## src/rtl/enc_stage2_round_if.sv

```systemverilog
// enc_stage2_round_if: valid/ready word bus, upstream input side and downstream output side
interface enc_stage2_round_if;
  logic valid_in;
  logic [15:0] in_data;
  logic ready_out;
  logic [15:0] out_data;
  logic valid_out;
  logic ready_in;
  modport master(output valid_in, in_data, ready_in, input ready_out, out_data, valid_out);
  modport slave(input valid_in, in_data, ready_in, output ready_out, out_data, valid_out);
endinterface

```

## src/rtl/enc_stage2_round.sv

```systemverilog
// enc_stage2_round: iterated key-xor / nibble S-box / rotate round stage, one word in flight
module enc_stage2_round #(
  parameter int ROUNDS = 4,
  parameter logic [15:0] KEY = 16'h3C5A
) (
  input logic clk,
  input logic rst,
  enc_stage2_round_if.slave bus
);
  localparam logic [63:0] SBOX = 64'hC56B90AD3EF84712;
  localparam logic [3:0] LAST = 4'(ROUNDS - 1);
  typedef enum logic [1:0] {IDLE, ROUND, HOLD} state_t;
  state_t state, state_n;
  logic [15:0] st, st_n;
  logic [3:0] cnt, cnt_n;
  logic rdy, rdy_n, vld, vld_n;
  function automatic logic [3:0] sub(input logic [3:0] n);
    return SBOX[{4'd15 - n, 2'b00} +: 4];
  endfunction
  // upper half of the doubled key shifted left is the 16-bit left rotation
  function automatic logic [15:0] rnd(input logic [15:0] x, input logic [3:0] c);
    logic [31:0] kk;
    logic [15:0] t, s;
    kk = {KEY, KEY} << c;
    t = x ^ kk[31:16];
    s = {sub(t[15:12]), sub(t[11:8]), sub(t[7:4]), sub(t[3:0])};
    return {s[12:0], s[15:13]};
  endfunction
  always_comb begin
    state_n = state;
    st_n = st;
    cnt_n = cnt;
    rdy_n = rdy;
    vld_n = vld;
    unique case (state)
      IDLE: begin
        rdy_n = 1'b1;
        if (bus.valid_in && rdy) begin
          st_n = bus.in_data;
          cnt_n = '0;
          rdy_n = 1'b0;
          state_n = ROUND;
        end
      end
      ROUND: begin
        st_n = rnd(st, cnt);
        cnt_n = cnt + 4'd1;
        vld_n = cnt == LAST;
        state_n = cnt == LAST ? HOLD : ROUND;
      end
      HOLD: begin
        vld_n = !bus.ready_in;
        rdy_n = bus.ready_in;
        state_n = bus.ready_in ? IDLE : HOLD;
      end
      default: state_n = IDLE;
    endcase
  end
  always_ff @(posedge clk or posedge rst)
    if (rst) begin
      state <= IDLE;
      st <= '0;
      cnt <= '0;
      rdy <= 1'b0;
      vld <= 1'b0;
    end else begin
      state <= state_n;
      st <= st_n;
      cnt <= cnt_n;
      rdy <= rdy_n;
      vld <= vld_n;
    end
  assign bus.ready_out = rdy;
  assign bus.valid_out = vld;
  assign bus.out_data = st;
endmodule

```

## src/flat_wrapper.sv

```systemverilog
// flat-port wrapper written by rule: the top's interface ports become plain ports
module enc_stage2_round_flat 
#(
  parameter int ROUNDS = 4,
  parameter logic [15:0] KEY = 16'h3C5A
)
  (clk, rst, bus_valid_in, bus_in_data, bus_ready_in, bus_ready_out, bus_out_data, bus_valid_out);
  enc_stage2_round_if bus_i ();
  input logic clk;
  input logic rst;
  input wire logic [$bits(bus_i.valid_in)-1:0] bus_valid_in;
  input wire logic [$bits(bus_i.in_data)-1:0] bus_in_data;
  input wire logic [$bits(bus_i.ready_in)-1:0] bus_ready_in;
  output wire logic [$bits(bus_i.ready_out)-1:0] bus_ready_out;
  output wire logic [$bits(bus_i.out_data)-1:0] bus_out_data;
  output wire logic [$bits(bus_i.valid_out)-1:0] bus_valid_out;
  assign bus_i.valid_in = bus_valid_in;
  assign bus_i.in_data = bus_in_data;
  assign bus_i.ready_in = bus_ready_in;
  assign bus_ready_out = bus_i.ready_out;
  assign bus_out_data = bus_i.out_data;
  assign bus_valid_out = bus_i.valid_out;
  enc_stage2_round #(.ROUNDS(ROUNDS), .KEY(KEY)) u_core (.clk(clk), .rst(rst), .bus(bus_i));
endmodule
```

## config.mk

```make
export PLATFORM = sky130hd
export DESIGN_NAME = enc_stage2_round_flat
export DESIGN_NICKNAME = d
export VERILOG_FILES = /design/src/rtl/enc_stage2_round_if.sv /design/src/rtl/enc_stage2_round.sv /design/src/flat_wrapper.sv
export SDC_FILE = /design/constraint.sdc
export NUM_CORES = 1
export LEC_CHECK = 0
export BUFFER_PORTS_ARGS = -buffer_cell sky130_fd_sc_hd__buf_4
export CORE_UTILIZATION = 42
export CTS_CLUSTER_SIZE = 30
export DETAILED_ROUTE_END_ITERATION = 6
export SYNTH_ARGS = -nofsm -noshare
export SYNTH_HDL_FRONTEND = slang
export SYNTH_SLANG_ARGS = --single-unit
export TNS_END_PERCENT = 10
```

## constraint.sdc

```tcl
create_clock -name clk -period 5.25 [get_ports clk]
set_input_delay 0.525 -clock clk [delete_from_list [all_inputs] [get_ports clk]]
set_output_delay 0.525 -clock clk [all_outputs]
set_load 0.005 [all_outputs]
```

After elaboration in Yosys (flattened, before gate mapping)
Index checks and enable logic that the tools add are counted.

word-level totals
  bits in registers = 24
  word-level logic and storage cells = 38

cells by class
  shift operators = 5
  muxes and demuxes = 11
  eq/ne operators = 4
  reduce and logical (&&, ||, !) cells = 7
  $add $sub $neg = 5
  bitwise operators = 1

operators with widths
  cell                     number
  $shiftx 64x7->4 const A  4
  $pmux 16 s2              1
  $shl 30x4->32 const A    1
  $mux 16                  1
  $sub 4x4->4 const A      4
  $xor 16x16->16           1
  $pmux 4 s2               1
  $mux 2                   3
  $pmux 2 s3               1
  $reduce_bool 2->1        3
  $add 4x1->4 const B      1
  $eq 4x2->1 const B       1
  $mux 4                   1
  $pmux 1 s2               2
  $eq 2x1->1 const B       1
  $eq 2x2->1 const B       1
  $logic_not 2->1          1
  $ne 2x1->1 const B       1
  $reduce_and 2->1         1
  $logic_and 1x1->1        1
  $logic_not 1->1          1
  $mux 1                   1

Logic depth before layout (Yosys ltp)
Gate-level depths: netlist of the first run.

  word-level depth = 5
  mapped depth = 11

Worst setup path after synthesis of the first run
OpenSTA, ideal clock, no wires.

  kind = register to register
  start point = register u_core.cnt[0]
  end point = register u_core.st[11] (netlist: u_core.bus.out_data[11])
  arrival = 2323 ps
  library setup time = 87 ps
  setup slack = 2840 ps
  buffers on the path = 1
  cell stages (with the launch flop) = 11
  period minus slack after synthesis = 2410 ps
  cells stage by stage = dfrtp_1 buf_4 inv_1 ha_1 inv_1 mux4_2 xnor2_2 ha_1 a211oi_2 a31oi_1 o211ai_1

on the way
  cells in the longest elaborated chain, start to end = 5

RTL lines
  element                   RTL line                text
  start: declaration        enc_stage2_round.sv:15  logic [3:0] cnt, cnt_n;
  start signal: assignment  enc_stage2_round.sv:69  cnt <= cnt_n;
  $shl 30x4->32             enc_stage2_round.sv:24  kk = {KEY, KEY} << c;
  $xor 16x16->16            enc_stage2_round.sv:25  t = x ^ kk[31:16];
  $sub 4x4->4               enc_stage2_round.sv:18  return SBOX[{4'd15 - n, 2'b00} +: 4];
  $shiftx 64x7->4           enc_stage2_round.sv:18
  $pmux 16 s2               enc_stage2_round.sv:35  unique case (state)
  end signal: assignment    enc_stage2_round.sv:68  st <= st_n;
  end: declaration          enc_stage2_round.sv:14  logic [15:0] st, st_n;

No other way between the ends.
A chain may end at the register's enable or synchronous reset.

Worst setup path after layout of the first run
  start point = register u_core.cnt[0]
  end point = register u_core.st[10] (netlist: u_core.bus.out_data[10])

The elaborated chain is that of the path after synthesis.

==> results of run 1 <==
[logic make-up after synthesis]
kind of cell	count (synthesis)
AO/OA/AOI/OAI	77
XOR/XNOR	27
adder cells (fa/ha/maj)	26
buffers and inverters	32
flip-flops	24
multiplexers	26
AND/OR/NAND/NOR	68
[per-layer routing]
layer	GRT usage, %	routed length [um]
met3	2.67	216
met2	35.8	3200
met4	4.64	41
met1	28.9	3290
met5	0	0
[final timing paths]
check                                           to                 start  slack (ps)  depth (start not counted)
min in group asynchronous   u_core.bus.out_data[8]                   rst         490                          2
min reg2reg                   u_core.bus.valid_out  u_core.bus.valid_out         540                          2
min                           u_core.bus.ready_out          bus_ready_in         460                          3
max in group asynchronous            u_core.cnt[0]                   rst        4140                          2
max                        u_core.bus.out_data[10]         u_core.cnt[0]        2260                          9
max reg2reg                u_core.bus.out_data[10]         u_core.cnt[0]        2260                          9
[critical path: stages, from the launching register on]
cell	delay, ps
dfrtp_1	680
inv_1	190
ha_1	380
mux2i_1	110
mux2i_1	290
xor2_1	480
ha_1	350
nand2_1	60
o311ai_0	150
a22oi_1	220
[placed cells by master, fill, tap and decap left out, types with 5 or more instances in the layout]
| cell type | synthesis | layout |
|---|---|---|
| mux2i_1 | 14 | 14 |
| nor3b_1 | 7 | 7 |
| o31ai_1 | 5 | 5 |
| a22oi_1 | 7 | 7 |
| a21oi_1 | 18 | 18 |
| ha_1 | 26 | 26 |
| xnor2_2 | 8 | 8 |
| buf_4 | 2 | 38 |
| dfrtp_1 | 24 | 24 |
| nand2_1 | 22 | 22 |
| inv_1 | 18 | 18 |
| nor2_1 | 17 | 17 |
| xnor2_1 | 7 | 7 |
| nand3_1 | 8 | 8 |
| xor2_2 | 5 | 5 |
| o211ai_1 | 6 | 6 |
| o21ai_0 | 11 | 11 |
[metrics by stage]
step           std cells  setup WS, ps  instance area [um2]  util [%]  hold slack, ps
2_1_floorplan        280          2840                 2660         -             500
3_5_place_dp         382          2260                 2970      49.3             535
3_3_place_gp         382          2330                 2970      49.3             520
5_1_grt              385          1970                 3010      50.0             477
4_1_cts              385          2270                 3010      50.0             460
6_report             385          2260                 3010      50.0             465
[power breakdown]
group          internal, W  switching (W)
logic             0.000784        0.00101
clock network    0.0000517      0.0000697
registers         0.000270       0.000160
[registers in the layout (all words and copies together), names as in the netlist]
register              cells
u_core.bus.ready_out      1
u_core.state              2
u_core.bus.valid_out      1
u_core.cnt                4
u_core.bus.out_data      16
[area by class of cell]
type / count / area (um2) / share of cell area (%)
Multi-Input combinational cell: 224 / 1910 / 63.5
Sequential cell: 24 / 601 / 19.9
Clock buffer: 3 / 41.3 / 1.37
Inverter: 21 / 78.8 / 2.62
Tap cell: 75 / 93.8 / 3.11
Timing Repair Buffer: 38 / 285 / 9.47
==> flow_summary.json, run 1 <==
{
  "outcome": "finished, final reports clean",
  "fillers": 547,
  "skew_ps": 4.12,
  "relSlewSlack_pct": 31.5,
  "synth_edf_count": 0,
  "core_mm2": 0.00603,
  "yosysSeqAreaShare_pct": 22.6,
  "syn_area_per_cell_um2": 9.49,
  "fp-row-count": 28,
  "cts_tree": "built",
  "syn_area_mm2": 0.00266,
  "synthToLayoutAreaGrowth_pct": 13.4,
  "maxCapViolCount": 0,
  "finalSetupViolCount": 0,
  "drv_slew": 0,
  "via_count": 2183,
  "clkSlewWorstSetupHoldPaths_ps": 100,
  "ys_top_cells_by_area": "dfrtp_1 (23%), ha_1 (12%), mux2i_1 (5.3%), xnor2_2 (4.9%), a21oi_1 (3.4%)",
  "num-nets-final": 358,
  "min_period_ps": 2990,
  "tns_ps": 0,
  "hold_path.class": "in2reg",
  "crit_path_start_kind": "register",
  "io_buffers": 37,
  "rsz0062_at_grt": "no",
  "leakagePower_nw": 1.30,
  "diodes": 0,
  "routed_wl_um": 6750,
  "ir_drop_v": 0.000371,
  "grt_overflow": 0,
  "ys.warnings.count": 0,
  "syn-num-nets": 326,
  "clk-insertion-delay-late_ps": 280,
  "die_w_um": 81.5,
  "drtPass1Iterations": 5,
  "cp_max_fo": 12,
  "total_power_w": 0.00234,
  "synth_top_family_by_area": "compound AO/OA/AOI/OAI gates",
  "synth_seq_cells": 24,
  "finalHoldViolations": 0,
  "drt_drc_violations_left": 0,
  "cts_sinks": 24,
  "synth_fa_ha_area_share_pct": 12.2,
  "grt_max_degree": 25,
  "clock-root-buffer": "clkbuf_8",
  "htreeDepth": 1,
  "max_freq_ghz": 0.334,
  "synth_xor_area_share_pct": 14.7,
  "synth_mux_area_share_pct": 12.9,
  "synthCells": 280,
  "ios": 38,
  "antenna_found_initial": 0,
  "start_util_pct": 44.1,
  "hold_buffers": 0,
  "finalCritPeriodShare_pct": 57.0,
  "dp_hpwl_um": 5000,
  "critPathKind": "reg2reg",
  "wl_per_cell_um": 17.5,
  "via_per_inst": 5.67,
  "die-area_mm2": 0.00665,
  "grt_pass1_vias": 2022,
  "synth_cell_types": 56,
  "synth_compound_area_share_pct": 19.5,
  "postCtsSetupBuffers": 0,
  "die_y_um": 81.5,
  "synthArstFlopShare_pct": 100,
  "grt_usage_pct": 21.3,
  "worst_ep_arrival_time_ps": 3190,
  "synth.most_common_cell": "ha_1",
  "drt_iter0_drc": 125,
  "synthSimpleGateAreaFrac_pct": 12.6,
  "synth_top_area_share_pct": 22.6,
  "ant_nets": 0,
  "tightestPinTransition_ps": 1030,
  "synthTopCellsByCount": "ha_1 (26), dfrtp_1 (24), nand2_1 (22)",
  "drive_gt1_share_pct": 25.5,
  "ctsLongestPathBuffers": 2,
  "place.gp.congestion": 0.830,
  "cts_buffers": 3,
  "synth_top_area_cell": "dfrtp_1",
  "ctsResizeCount": 0,
  "critPathCaptureType": "register",
  "critPathRequiredTime_ps": 5450,
  "ys.flop_type": "dfrtp_1",
  "grt_pass1_wl_um": 10400,
  "power_density_mw_per_mm2": 778
}
Note: power is estimated with default switching activity, not from simulation.
==> run 2, diff against run 1 <==
clock period = 2.6 ns   (was 5.25 ns; I/O delays follow)
==> run 2 against run 1 <==
  * Wire length decreased by 0.27%
  * Clock power is 93% higher
  * Via count grew 2.1%
  * Die area is the same
  * Critical path depth shrank 1
  * Count of clock-buffer cells in the layout is the same
  * Critical path type unchanged
  * Sequential share of layout area down 1.1 points
  * Final cell count grew 6.2%
  * First-iteration DRC count fell by 15%
  * Critical endpoint is now u_core.bus.out_data[11]
  * Combinational power up 120%
  * Sequential power rose by 88%
==> flow_summary.json, run 2 (synthesized netlist as in run 1, its figures left out) <==
{
  "place.gp.congestion": 0.847,
  "grt_max_degree": 25,
  "drive_gt1_share_pct": 31.1,
  "drtPass1Iterations": 4,
  "clock_power_share_pct": 4.7,
  "wl_per_cell_um": 16.5,
  "finalSetupViolCount": 0,
  "htreeDepth": 1,
  "grt_overflow": 0,
  "via_per_inst": 5.45,
  "seqPwrFrac_pct": 16.2,
  "crit_path_start_kind": "register",
  "drv_slew": 0,
  "hold_path.class": "in2async",
  "antenna_found_initial": 0,
  "dp_hpwl_um": 5320,
  "switching_share_pct": 50.4,
  "cts_tree": "built",
  "synthToLayoutAreaGrowth_pct": 20.2,
  "worst_ep_arrival_time_ps": 2640,
  "finalCritPeriodShare_pct": 93.5,
  "ctsLongestPathBuffers": 2,
  "diodes": 0,
  "cp_slowest_cell": "mux4_2",
  "total_power_w": 0.00500,
  "routed_wl_um": 6730,
  "power_frac_comb_pct": 79.2,
  "cp_max_fo": 6,
  "wl_met1_um": 3260,
  "critPathKind": "reg2reg",
  "tightestPinTransition_ps": 479,
  "cpPeakStageDelay_ps": 530,
  "ir_drop_v": 0.000716,
  "utilization_pct": 53.0,
  "critPathRequiredTime_ps": 2800,
  "dr_wl_met3_um": 236,
  "ios": 38,
  "cts_buffers": 3,
  "tns_ps": 0,
  "routed.top_layer": "met4",
  "start_util_pct": 44.1,
  "grt_pass1_wl_um": 10800,
  "crit_chain": "buf_4, ha_1, mux4_2, xnor2_2, ha_1, a211oi_2, a31oi_1, o211ai_1",
  "clk-insertion-delay-late_ps": 280,
  "switching_power_w": 0.00252,
  "route.met2.wl_um": 3210,
  "rsz0062_at_grt": "no",
  "die_w_um": 81.5,
  "grt_pass1_vias": 2087,
  "die_y_um": 81.5,
  "via_count": 2228,
  "skew_ps": 13.3,
  "num-nets-final": 382,
  "leakagePower_nw": 1.42,
  "core_mm2": 0.00603,
  "postCtsSetupBuffers": 0,
  "fillers": 573,
  "final_common_cell": "buf_4",
  "clkSlewWorstSetupHoldPaths_ps": 100,
  "maxCapViolCount": 0,
  "relSlewSlack_pct": 68.0,
  "fp-row-count": 28,
  "cts_sinks": 24,
  "largest_reg_flops": 16,
  "max_freq_ghz": 0.411,
  "layout_common_cells": "buf_4 (62), ha_1 (26), dfrtp_1 (23), nand2_1 (22)",
  "power_density_mw_per_mm2": 1570,
  "io_buffers": 37,
  "drt_drc_violations_left": 0,
  "die-area_mm2": 0.00665,
  "critical_path.most_common_cell": "ha_1",
  "outcome": "finished, final reports clean",
  "drt_iter0_drc": 106,
  "critPathCaptureType": "register",
  "ant_nets": 0,
  "internal-power_w": 0.00248,
  "min_period_ps": 2430,
  "clock-root-buffer": "clkbuf_8",
  "finalHoldViolations": 0,
  "grt_usage_pct": 21.9
}
-- run 2: path summary, 6_finish.rpt --
kind,from,endpoint,slack [ps],depth (start not counted)
setup / recovery,u_core.cnt[0],u_core.bus.out_data[11],170,8
hold / removal,rst,u_core.bus.out_data[8],30,3
setup reg to reg,u_core.cnt[0],u_core.bus.out_data[11],170,8
hold reg to reg,u_core.bus.valid_out,u_core.bus.valid_out,540,2
max in group asynchronous,rst,u_core.cnt[1],2280,3
min in group clk,bus_ready_in,u_core.bus.ready_out,200,3
-- run 2: per-layer routing --
layer	vias to the layer above	global-route usage [%]
met5	-	0
met2	42	35.9
met3	2	3.78
li1	1119	-
met4	0	3.04
met1	1065	30.6
-- run 2: what timing repair did --
action	CTS	global route
gates resized for setup	0	1
hold buffers	0	0
setup endpoints to repair	0	1
-- run 2: worst max-delay path, delay by kind of cell, from the launching register on --
family | cells | cell delay (ps)
AOI/OAI and AO/OA | 3 | 450
xor gates and xnor gates | 1 | 300
adders and majority gates | 2 | 530
buffers and inverters | 1 | 170
DFF | 1 | 390
muxes | 1 | 530
-- run 2: area by class of cell --
cell class / count / area, um2 / share of cell area [%]
Inverter: 21 / 78.8 / 2.47
Clock buffer: 3 / 41.3 / 1.29
Multi-Input combinational cell: 224 / 1910 / 59.9
Timing Repair Buffer: 62 / 465 / 14.6
Sequential cell: 24 / 602 / 18.8
Tap cell: 75 / 93.8 / 2.94
-- run 2: metrics by stage --
step,cell area [um2],std cells,setup WS [ps],hold WS (ps)
6_report,3190,409,168,29.7
3_3_place_gp,3150,406,239,353
5_1_grt,3190,409,3.77,47.4
3_5_place_dp,3150,406,199,353
4_1_cts,3190,409,174,40.5
2_1_floorplan,2660,280,190,275
-- run 2: power groups by stage --
stage / clock [W] / sequential [W] / combinational [W]
2_1_floorplan: 0 / 0.000771 / 0.00282
3_3_place_gp: 0 / 0.000814 / 0.00391
3_5_place_dp: 0 / 0.000815 / 0.00396
4_1_cts: 0.000246 / 0.000811 / 0.00397
5_1_grt: 0.000263 / 0.000839 / 0.00442
6_report: 0.000234 / 0.000809 / 0.00396
==> run 3, diff against run 2 <==
BUFFER_PORTS_ARGS = not set   (was -buffer_cell sky130_fd_sc_hd__buf_4)
CORE_MARGIN = 2   (was not set)
DONT_BUFFER_PORTS = 1   (was not set)
==> run 3 against run 2 <==
  * Cell area down 8.9%
  * Setup slack worse by 45 ps
  * Clock skew down 7.2 ps
  * Via count down 6.6%
  * Final cell count down 11%
  * Largest cell class unchanged
  * Highest routed layer unchanged
  * Die area up 5.0%
  * Non-clock buffer count down 44
  * Global-route usage down 2.2 points
  * Sequential share of layout area up 1.8 points
==> flow_summary.json, run 3 (synthesized netlist as in run 1, its figures left out) <==
{
  "clkSlewWorstSetupHoldPaths_ps": 100,
  "htreeDepth": 1,
  "multi_input_area_mm2": 0.00194,
  "min_period_ps": 2480,
  "relSlewSlack_pct": 63.7,
  "largest_reg_flops": 16,
  "dp_hpwl_um": 5250,
  "finalHoldViolations": 0,
  "regArea_um2": 602,
  "routed.top_layer": "met4",
  "drtPass1Iterations": 4,
  "layout_common_cells": "ha_1 (26), dfrtp_1 (23), nand2_1 (22), inv_1 (18), a21oi_1 (18)",
  "synthToLayoutAreaGrowth_pct": 9.51,
  "grt_pass1_wl_um": 11000,
  "finalCritPeriodShare_pct": 95.2,
  "final_common_cell": "ha_1",
  "whs_ps": 102,
  "dr_wl_met3_um": 366,
  "die_w_um": 83.5,
  "critPathRequiredTime_ps": 2800,
  "cts_sinks": 24,
  "max_freq_ghz": 0.404,
  "drt_drc_violations_left": 0,
  "cts_buffers": 3,
  "drt_iter0_drc": 125,
  "outcome": "finished, final reports clean",
  "grt_usage_pct": 19.7,
  "worst_ep_arrival_time_ps": 2680,
  "crit_chain": "buf_6, ha_1, inv_1, mux4_2, xnor2_4, ha_1, a211oi_2, a31oi_1, o211ai_1",
  "wl_met1_um": 3140,
  "wl_per_cell_um": 18.2,
  "finalSetupViolCount": 0,
  "antenna_found_initial": 0,
  "ctsLongestPathBuffers": 2,
  "grt_pass1_vias": 2071,
  "skew_ps": 6.16,
  "crit_path_start_kind": "register",
  "diodes": 0,
  "cpPeakStageDelay_ps": 530,
  "grt_overflow": 0,
  "grt_max_degree": 20,
  "rsz0062_at_grt": "yes",
  "drive_gt1_share_pct": 21.3,
  "die-area_mm2": 0.00698,
  "critPathCaptureType": "register",
  "io_buffers": 0,
  "tns_ps": 0,
  "start_util_pct": 44.1,
  "cp_max_fo": 8,
  "cp_slowest_cell": "mux4_2",
  "route.met2.wl_um": 3090,
  "fillers": 599,
  "ios": 38,
  "via_per_inst": 5.69,
  "routed_wl_um": 6640,
  "ant_nets": 0,
  "drv_slew": 0,
  "via_count": 2082,
  "core_mm2": 0.00603,
  "tightestPinTransition_ps": 544,
  "critical_path.most_common_cell": "ha_1",
  "utilization_pct": 48.3,
  "die_y_um": 83.5,
  "place.gp.congestion": 0.861,
  "hold_path.class": "in2reg",
  "fp-row-count": 28,
  "clock-root-buffer": "clkbuf_8",
  "clk-insertion-delay-late_ps": 280,
  "critPathKind": "reg2reg",
  "num-nets-final": 338,
  "maxCapViolCount": 0,
  "cts_tree": "built"
}
## run 3: worst max-delay path, delay by kind of cell (launching register included)
kind                       cells  cell delay, ps
buffers and inverters          2             240
DFF                            1             430
adders and majority gates      2             500
muxes                          1             530
AOI/OAI and AO/OA              3             460
xor gates and xnor gates       1             240
## run 3: timing repair
action,4_1_cts,5_1_grt
hold endpoints to repair,6,0
resized for setup,0,6
hold buffers,1,0
setup buffers,0,0
endpoints found under the setup margin,0,7
## run 3: metal layers
layer	global-route usage (%)	vias to the layer above
met5	0	-
met1	28.5	993
li1	-	1036
met2	31.2	49
met3	3.86	4
met4	2.93	0
## run 3: worst paths after layout
kind,slack [ps],start,to,cells past startpoint
max,120,u_core.cnt[0],u_core.bus.out_data[11],9
min in group asynchronous,350,rst,u_core.bus.out_data[9],2
max in group asynchronous,1670,rst,u_core.cnt[3],3
max reg2reg,120,u_core.cnt[0],u_core.bus.out_data[11],9
min reg2reg,560,u_core.state[1],u_core.state[1],2
min,100,bus_ready_in,u_core.bus.ready_out,2
## run 3: stage by stage
stage / instances / area, um2 / setup WS (ps)
after floorplan: 280 / 2660 / 190
after global placement: 361 / 2810 / 101
after detailed placement: 361 / 2810 / 77.3
after CTS: 366 / 2880 / 68.6
after global routing: 366 / 2910 / -17.7
final: 366 / 2910 / 124
## run 3: final cells by class
class,instances,area share [%]
Tap cell,75,3.22
Multi-Input combinational cell,224,66.6
Sequential cell,24,20.7
Clock buffer,4,1.89
Inverter,21,2.71
Timing Repair Buffer,18,4.86
Power of run 3 is not shown: default switching activity piles up to over one toggle a cycle in this logic, so the estimate is an artifact.
